File: src/rtl/alu_sequencer.sv
// Fetch/decode/control stage for the 4-bit processor: sequences instructions from a
// synchronous program memory, drives the ALU over a fixed-latency window, and writes results back.
module alu_sequencer #(
    parameter int PC_W    = 4,
    parameter int ALU_LAT = 2
) (
    input  logic            clk,
    input  logic            reset,
    input  logic            start,
    output logic [PC_W-1:0] imem_addr,
    output logic            imem_rd_en,
    input  logic [7:0]      imem_data,
    output logic [3:0]      alu_opcode,
    output logic [3:0]      alu_a,
    output logic [3:0]      alu_b,
    input  logic [3:0]      alu_result,
    input  logic [4:0]      alu_flag,
    output logic [3:0]      acc_out,
    output logic [4:0]      flags_out,
    output logic [PC_W-1:0] pc_out,
    output logic            busy,
    output logic            halted
);

    typedef enum logic [2:0] {
        S_IDLE, S_FETCH, S_WAIT, S_DECODE, S_EXEC, S_WB, S_HALTED
    } state_t;

    localparam logic [3:0] OP_ADD = 4'b0001;
    localparam logic [3:0] OP_SUB = 4'b0010;
    localparam logic [3:0] OP_AND = 4'b0011;
    localparam logic [3:0] OP_OR  = 4'b0100;
    localparam logic [3:0] OP_XOR = 4'b0101;
    localparam logic [3:0] OP_CMP = 4'b0110;
    localparam logic [3:0] OP_LDI = 4'b0111;
    localparam logic [3:0] OP_JMP = 4'b1000;
    localparam logic [3:0] OP_JEQ = 4'b1001;
    localparam logic [3:0] OP_JLT = 4'b1010;
    localparam logic [3:0] OP_HLT = 4'b1111;
    localparam logic [2:0] LAT_LAST = 3'(ALU_LAT - 1);

    state_t          r_state, w_state_next;
    logic [PC_W-1:0] r_pc, w_pc_next;
    logic [3:0]      r_acc, w_acc_next;
    logic [4:0]      r_flags, w_flags_next;
    logic [7:0]      r_ir, w_ir_next;
    logic [2:0]      r_cnt, w_cnt_next;

    logic [PC_W-1:0] w_pc_inc;
    logic [PC_W-1:0] w_imm_pc;
    logic [3:0]      w_dec_op;
    logic [3:0]      w_dec_imm;

    assign w_pc_inc  = r_pc + PC_W'(1);
    assign w_dec_op  = imem_data[7:4];
    assign w_dec_imm = imem_data[3:0];
    assign w_imm_pc  = PC_W'(w_dec_imm);

    always_ff @(posedge clk or negedge reset) begin
        if (!reset) begin
            r_state <= S_IDLE;
            r_pc    <= '0;
            r_acc   <= '0;
            r_flags <= '0;
            r_ir    <= '0;
            r_cnt   <= '0;
        end else begin
            r_state <= w_state_next;
            r_pc    <= w_pc_next;
            r_acc   <= w_acc_next;
            r_flags <= w_flags_next;
            r_ir    <= w_ir_next;
            r_cnt   <= w_cnt_next;
        end
    end

    always_comb begin
        w_state_next = r_state;
        w_pc_next    = r_pc;
        w_acc_next   = r_acc;
        w_flags_next = r_flags;
        w_ir_next    = r_ir;
        w_cnt_next   = r_cnt;
        case (r_state)
            S_IDLE: begin
                if (start) begin
                    w_state_next = S_FETCH;
                    w_pc_next    = '0;
                end
            end
            S_FETCH: w_state_next = S_WAIT;
            S_WAIT:  w_state_next = S_DECODE;
            S_DECODE: begin
                // Non-ALU instructions resolve from the memory word directly, as ir is
                // only being loaded on this same edge.
                w_ir_next    = imem_data;
                w_state_next = S_FETCH;
                w_pc_next    = w_pc_inc;
                case (w_dec_op)
                    OP_ADD, OP_SUB, OP_AND, OP_OR, OP_XOR, OP_CMP: begin
                        w_state_next = S_EXEC;
                        w_pc_next    = r_pc;
                        w_cnt_next   = '0;
                    end
                    OP_LDI: w_acc_next = w_dec_imm;
                    OP_JMP: w_pc_next  = w_imm_pc;
                    OP_JEQ: w_pc_next  = r_flags[2] ? w_imm_pc : w_pc_inc;
                    OP_JLT: w_pc_next  = r_flags[4] ? w_imm_pc : w_pc_inc;
                    OP_HLT: begin
                        w_state_next = S_HALTED;
                        w_pc_next    = r_pc;
                    end
                    default: ;
                endcase
            end
            S_EXEC: begin
                if (r_cnt == LAT_LAST) begin
                    w_state_next = S_WB;
                end else begin
                    w_cnt_next = r_cnt + 3'd1;
                end
            end
            S_WB: begin
                if (r_ir[7:4] != OP_CMP) begin
                    w_acc_next = alu_result;
                end
                w_flags_next = alu_flag;
                w_pc_next    = w_pc_inc;
                w_state_next = S_FETCH;
            end
            S_HALTED: w_state_next = S_HALTED;
            default:  w_state_next = S_IDLE;
        endcase
    end

    // ALU inputs are only presented during the EXEC window; zero elsewhere.
    assign alu_opcode = (r_state == S_EXEC) ? r_ir[7:4] : 4'b0000;
    assign alu_a      = (r_state == S_EXEC) ? r_acc : 4'b0000;
    assign alu_b      = (r_state == S_EXEC) ? r_ir[3:0] : 4'b0000;
    assign imem_rd_en = (r_state == S_FETCH);
    assign imem_addr  = r_pc;
    assign acc_out    = r_acc;
    assign flags_out  = r_flags;
    assign pc_out     = r_pc;
    assign busy       = (r_state != S_IDLE) && (r_state != S_HALTED);
    assign halted     = (r_state == S_HALTED);

endmodule

File: config.mk
export PLATFORM = sky130hd
export DESIGN_NAME = alu_sequencer
export DESIGN_NICKNAME = d
export VERILOG_FILES = /design/src/rtl/alu_sequencer.sv
export SDC_FILE = /design/constraint.sdc
export NUM_CORES = 1
export LEC_CHECK = 0
export ABC_AREA = 0
export BUFFER_PORTS_ARGS = -buffer_cell sky130_fd_sc_hd__buf_2
export CORE_ASPECT_RATIO = 1.2
export CORE_UTILIZATION = 45
export DETAILED_ROUTE_END_ITERATION = 7
export PLACE_DENSITY = 0.77
export SLEW_MARGIN = 40
export SYNTH_ARGS = -nofsm -noshare
export SYNTH_HDL_FRONTEND = slang
export SYNTH_SLANG_ARGS = --single-unit
File: constraint.sdc
create_clock -name clk -period 1.38 [get_ports clk]
set_input_delay 0.207 -clock clk [delete_from_list [all_inputs] [get_ports clk]]
set_output_delay 0.207 -clock clk [all_outputs]
set_load 0.005 [all_outputs]
### Word level (Yosys, flattened, before mapping)

Index checks and enable logic that the tools add are counted.

| word-level totals | value |
|---|---|
| register bits after elaboration | 27 |
| input port bits | 20 |
| output and inout port bits | 32 |
| word-level logic and storage cells | 65 |

| cells by class | value |
|---|---|
| add/subtract/negate cells | 2 |
| eq/ne operators | 27 |
| mux-type cells | 18 |
| reduce and logical (&&, ||, !) cells | 12 |

Operators by type and width:

| operator | count |
|---|---|
| 4-bit 2-to-1 mux | 8 |
| 3-bit one-hot mux with 7 select lines | 1 |
| 4-bit by 3-bit equality test with 1-bit output, second input constant | 4 |
| 4-bit equality test, second input constant | 4 |
| 4-bit one-hot mux with 4 select lines | 1 |
| 3-bit 2-to-1 mux | 4 |
| 2-bit inequality test, second input constant | 6 |
| 3-bit one-hot mux with 2 select lines | 2 |
| 4-bit one-hot mux with 3 select lines | 1 |
| 3-bit equality test, second input constant | 3 |
| 3-bit AND reduction | 3 |
| 4-bit by 2-bit equality test with 1-bit output, second input constant | 2 |
| 4-bit one-hot mux with 2 select lines | 1 |
| 7-bit OR reduction | 1 |
| 3-bit by 1-bit equality test with 1-bit output, second input constant | 2 |
| 3-bit by 2-bit equality test with 1-bit output, second input constant | 2 |
| 3-bit nonzero test | 2 |
| 6-bit OR reduction | 1 |
| 4-bit by 1-bit adder with 4-bit output, second input constant | 1 |
| 4-bit by 1-bit equality test with 1-bit output, second input constant | 1 |
| 4-bit by 3-bit inequality test with 1-bit output, second input constant | 1 |
| 2-bit nonzero test | 2 |
| 3-bit by 1-bit adder with 3-bit output, second input constant | 1 |
| 3-bit zero test | 1 |
| other kinds (4) | 4 |

### Depth between registers and ports, before layout

| depth | value |
|---|---|
| depth in word-level cells | 4 |
| gate-level depth with buffers | 7 |
| mapped depth without buffers | 6 |

### Least setup slack after synthesis

No wires, ideal clock.

| timing | value |
|---|---|
| kind | register to register |
| from | register r_flags[2] (netlist: flags_out[2]) |
| to | register r_pc[2] (netlist: imem_addr[2]) |
| setup time | 0.124 ns |
| arrival time | 1.404 ns |
| required time | 1.256 ns |
| path slack | -0.147 ns |
| stages on the path, launching flop included | 6 |
| path buffers | 0 |
| clock period less this slack | 1.527 ns |
| cell sequence | dfrtp_1 nand2b_1 a41oi_4 mux2_1 a31oi_1 o21bai_1 |

| on the way | value |
|---|---|
| cells in the longest elaborated chain, start to end | 3 |

RTL lines:

| item | line | text |
|---|---|---|
| start: declaration | 45 | `logic [4:0] r_flags, w_flags_next;` |
| start signal: assignment | 71 | `r_flags <= w_flags_next;` |
| 4-bit 2-to-1 mux | 107 | `OP_JEQ: w_pc_next = r_flags[2] ? w_imm_pc : w_pc_inc;` |
| 4-bit one-hot mux with 4 select lines | 99 | `case (w_dec_op)` |
| 4-bit one-hot mux with 3 select lines | 84 | `case (r_state)` |
| end signal: assignment | 69 | `r_pc <= w_pc_next;` |
| end: declaration | 43 | `logic [PC_W-1:0] r_pc, w_pc_next;` |

Every way passes these cells.
A chain may end at the register's enable or synchronous reset.

### Worst setup path after layout

| timing | value |
|---|---|
| from | register r_state[1] |
| to | register r_acc[3] (netlist: acc_out[3]) |

| on the way | value |
|---|---|
| cells in the longest elaborated chain, start to end | 3 |
| elaborated cells between the ends (all ways) | 7 |
| those cells by class | eq/ne (4); mux (1); reduce/logical (2) |

RTL lines:

| item | line | text |
|---|---|---|
| start: declaration | 42 | `state_t r_state, w_state_next;` |
| start signal: assignment | 68 | `r_state <= w_state_next;` |
| 3-bit by 2-bit equality test with 1-bit output / 3-bit equality test (equally long branches) | 84 |  |
| 2-bit by 1-bit inequality test with 1-bit output (no line), or another cell as far along | -- |  |
| 3-bit AND reduction (no line) | -- |  |
| end signal: assignment | 70 | `r_acc <= w_acc_next;` |
| end: declaration | 44 | `logic [3:0] r_acc, w_acc_next;` |

Parallel ways exist; a longest one is shown, timed or not.

==> impl_metrics.env <==
export IMPL_tns_ns=-5.10
export IMPL_r2r_slack_ns=-0.30
export IMPL_htree_levels=1
export IMPL_min_from="alu_flag[0]"
export IMPL_cts_root_buf="clkbuf_8"
export IMPL_cp_max_fo=5
export IMPL_rsz0062_at_grt="yes"
export IMPL_synth_mux_area_frac=0.0432
export IMPL_die_y_um=66.6
export IMPL_fin_skew_ns=0.00357
export IMPL_routed_wl_mm=4.78
export IMPL_cts_clk_slew_worst_paths_ns=0.09
export IMPL_grt_max_degree=28
export IMPL_pin_count=52
export IMPL_fin_ws_ns=-0.304
export IMPL_synth_top_family_by_area="simple AND/OR/NAND/NOR gates"
export IMPL_routed_via_density=5.31
export IMPL_syn_nets=204
export IMPL_period_share=1.22
export IMPL_cpMaxStageDelayCell="dfrtp_1"
export IMPL_drive_gt1_frac=0.518
export IMPL_wl_per_cell_um=15.4
export IMPL_ys_seq_area_frac=0.432
export IMPL_core_mm2=0.00334
export IMPL_grt_pass1_vias=1582
export IMPL_p_sw_frac=0.391
export IMPL_cts_made_buffers=3
export IMPL_internal_power_uw=2850
export IMPL_cp_required_ns=1.55
export IMPL_worstPathArrival_ns=1.85
export IMPL_critPathMaxStageDelay_ns=0.41
export IMPL_drv_slew=0
export IMPL_slew_headroom=0.586
export IMPL_netlist_top_cells_area="dfrtp_1, nand2_1, and2_1"
export IMPL_setup_viol=26
export IMPL_status="finished with violations"
export IMPL_gp_congestion=0.854
export IMPL_ys_warnings_count=0
export IMPL_path_cells="buf_4, nand3b_1, buf_6, a21oi_2, o21ai_4, mux2_4"
export IMPL_syn_avg_cell_area_um2=8.64
export IMPL_worst_r2r_path_depth=6
export IMPL_num_antenna_cells=0
export IMPL_critPathCaptureType="flip-flop"
export IMPL_crit_buf_inv=2
export IMPL_r2r_start="r_state[1]"
export IMPL_yosysTopAreaCellShare=0.432
export IMPL_final_min_clock_period_ns=1.68
export IMPL_hold_class="input port to flip-flop"
export IMPL_leakagePower_uw=0.00129
export IMPL_yosys_area_share_adder=0.0240
export IMPL_synth_compound_area_frac=0.146
export IMPL_synthCells=181
export IMPL_nNetsFinal=298
export IMPL_overflow=0
export IMPL_post_route_util=0.743
export IMPL_antenna_found_initial=0
export IMPL_yosysUniqueCellTypes=40
export IMPL_drc=0
export IMPL_pwr_share_seq=0.310
export IMPL_r2r_end="acc_out[3]"
export IMPL_fmax_ghz=0.594
export IMPL_cts_buffer_depth=2
export IMPL_p_sw_uw=1830
export IMPL_critPathTopFamily="flip-flops"
export IMPL_cts_tree="done"
export IMPL_dieArea_mm2=0.00372
export IMPL_start_kind="flip-flop"
export IMPL_yosysTopAreaCell="dfrtp_1"
export IMPL_drtPass1Iterations=4
export IMPL_holdPathEnd="flags_out[0]"
export IMPL_drtIter0Drc=54
export IMPL_std_cell_rows=23
export IMPL_antenna_left=0
export IMPL_io_buffer_count=51
export IMPL_clock_latency_ns=0.28
export IMPL_syn2layout_area_growth_pct=58.6
export IMPL_synth_simple_gate_area_frac=0.282
export IMPL_die_width_um=55.8
export IMPL_ys_ff_latch=27
export IMPL_cap_violations=0
export IMPL_hold_depth=3
export IMPL_worst_slew_pin_slew_ns=0.621
export IMPL_setup_worst_path_class="flip-flop to flip-flop"
export IMPL_via_count=1652
export IMPL_combPwrFrac=0.593
export IMPL_track_usage=0.248
export IMPL_hold_viol_final=0
export IMPL_start_util=0.469
export IMPL_pwr_share_clk=0.097
export IMPL_hpwl_mm=2.99
export IMPL_clock_sinks=27
export IMPL_powerDensity_mw_per_mm2=1890
export IMPL_grt_first_pass_wirelength_mm=7.11
export IMPL_violations="setup timing"
export IMPL_syn_area_mm2=0.00156
export IMPL_synth_xor_area_share=0.0112
export IMPL_ir_drop_v=0.00123
## state kept, by name (all words and copies together) (netlist names)
| name | count |
|---|---|
| acc_out | 4 |
| r_state | 3 |
| r_cnt | 3 |
| imem_addr | 4 |
| r_ir | 8 |
| flags_out | 5 |
## worst max-delay path by stage
| stage | endpoint | start | slack (ns) | depth (start not counted) |
|---|---|---|---|---|
| finish | acc_out[3] | r_state[1] | -0.30 | 6 |
| global placement | imem_addr[2] | imem_data[7] | -0.09 | 6 |
| global route | acc_out[3] | r_state[1] | -0.33 | 6 |
| detailed placement | imem_addr[2] | flags_out[4] | -0.10 | 5 |
| CTS | alu_a[2] | r_state[0] | -0.22 | 5 |
| floorplan | imem_addr[2] | flags_out[4] | -0.09 | 5 |
## layout by cell type (no fill, tap or decap), types with 3 or more instances in the layout
cell,n
ha_1,3
and2_1,4
dfrtp_1,26
o21bai_1,3
buf_2,44
mux2_2,4
and2_4,8
buf_4,40
inv_1,4
nor2_1,5
o22ai_1,4
clkbuf_8,3
nand2_1,53
o21ai_1,3
buf_6,17
## tightest hold or removal path: stages
cell	delay, ns
buf_2	0.07
nand2_1	0.04
nand2_1	0.04
## metrics by stage
stage | hold WS [ns] | cell area [um^2] | setup slack, ns | std cells | total power (uW)
6_report | 0.118 | 2480 | -0.304 | 311 | 4680
5_1_grt | 0.123 | 2480 | -0.329 | 311 | 4980
4_1_cts | 0.118 | 2320 | -0.222 | 304 | 4340
3_5_place_dp | 0.251 | 2070 | -0.104 | 287 | 3530
3_3_place_gp | 0.250 | 2070 | -0.0906 | 287 | 3450
2_1_floorplan | -0.0886 | 1620 | -0.0859 | 181 | 2670
## power by group through the flow
| stage | Sequential, uW | Combinational, uW | Clock, uW |
|---|---|---|---|
| global route | 1490 | 2990 | 497 |
| detailed placement | 1440 | 2090 | 0 |
| finish | 1450 | 2780 | 455 |
| CTS | 1430 | 2450 | 458 |
| floorplan | 1410 | 1260 | 0 |
| global placement | 1420 | 2040 | 0 |
## Yosys cell counts
cell / n
nor4_1: 2
o22ai_1: 4
nand3_1: 3
o32ai_1: 1
a21oi_1: 3
and3b_1: 1
o221ai_1: 1
clkbuf_1: 4
and2_1: 12
buf_2: 4
nor4bb_2: 1
buf_4: 5
a22o_1: 1
nor2b_1: 1
and2_0: 1
mux2_2: 5
ha_1: 3
inv_1: 6
and3_1: 3
nand2b_1: 2
a21oi_2: 1
xnor2_1: 1
o21bai_1: 3
a41oi_4: 1
a21o_1: 2
nand2_1: 54
o21ai_1: 1
nor3_1: 4
a211o_1: 1
and4b_1: 1
dfrtp_1: 27
nand3b_1: 2
nor2_1: 6
o21ai_0: 5
a31oi_1: 2
xor2_1: 1
a21boi_1: 2
o211ai_1: 2
mux2_1: 1
a211oi_1: 1
## cell type report
class                      count  area [um^2]
multi-input combinational    135          962
clock buffer                   3         41.3
clock inverter                 1         5.00
sequential                    27          677
timing repair buffer         102          722
inverter                       6         27.5
fill                         232          857
tap                           37         46.3
## cell families after synthesis
logic type	Yosys count
and+or+nand+nor	93
AOI/OAI and AO/OA	31
adders and majority gates	3
xor gates and xnor gates	2
DFF	27
buffers and inverters	19
muxes	6
## repair_timing
action	CTS	global route
resized for setup	29	22
hold buffers	1	0
pin swaps	15	8
setup buffers	11	8
endpoints found under the setup margin	24	26
hold endpoints to repair	27	0
cloned	1	0
## layer usage
layer / share of wire / wire (um) / global-route usage
met5: 0 / 0 / 0
met4: 0.028 / 136 / 0.110
met3: 0.045 / 215 / 0.0330
met2: 0.53 / 2540 / 0.474
met1: 0.40 / 1890 / 0.275
Note: power is estimated with default switching activity, not from simulation.
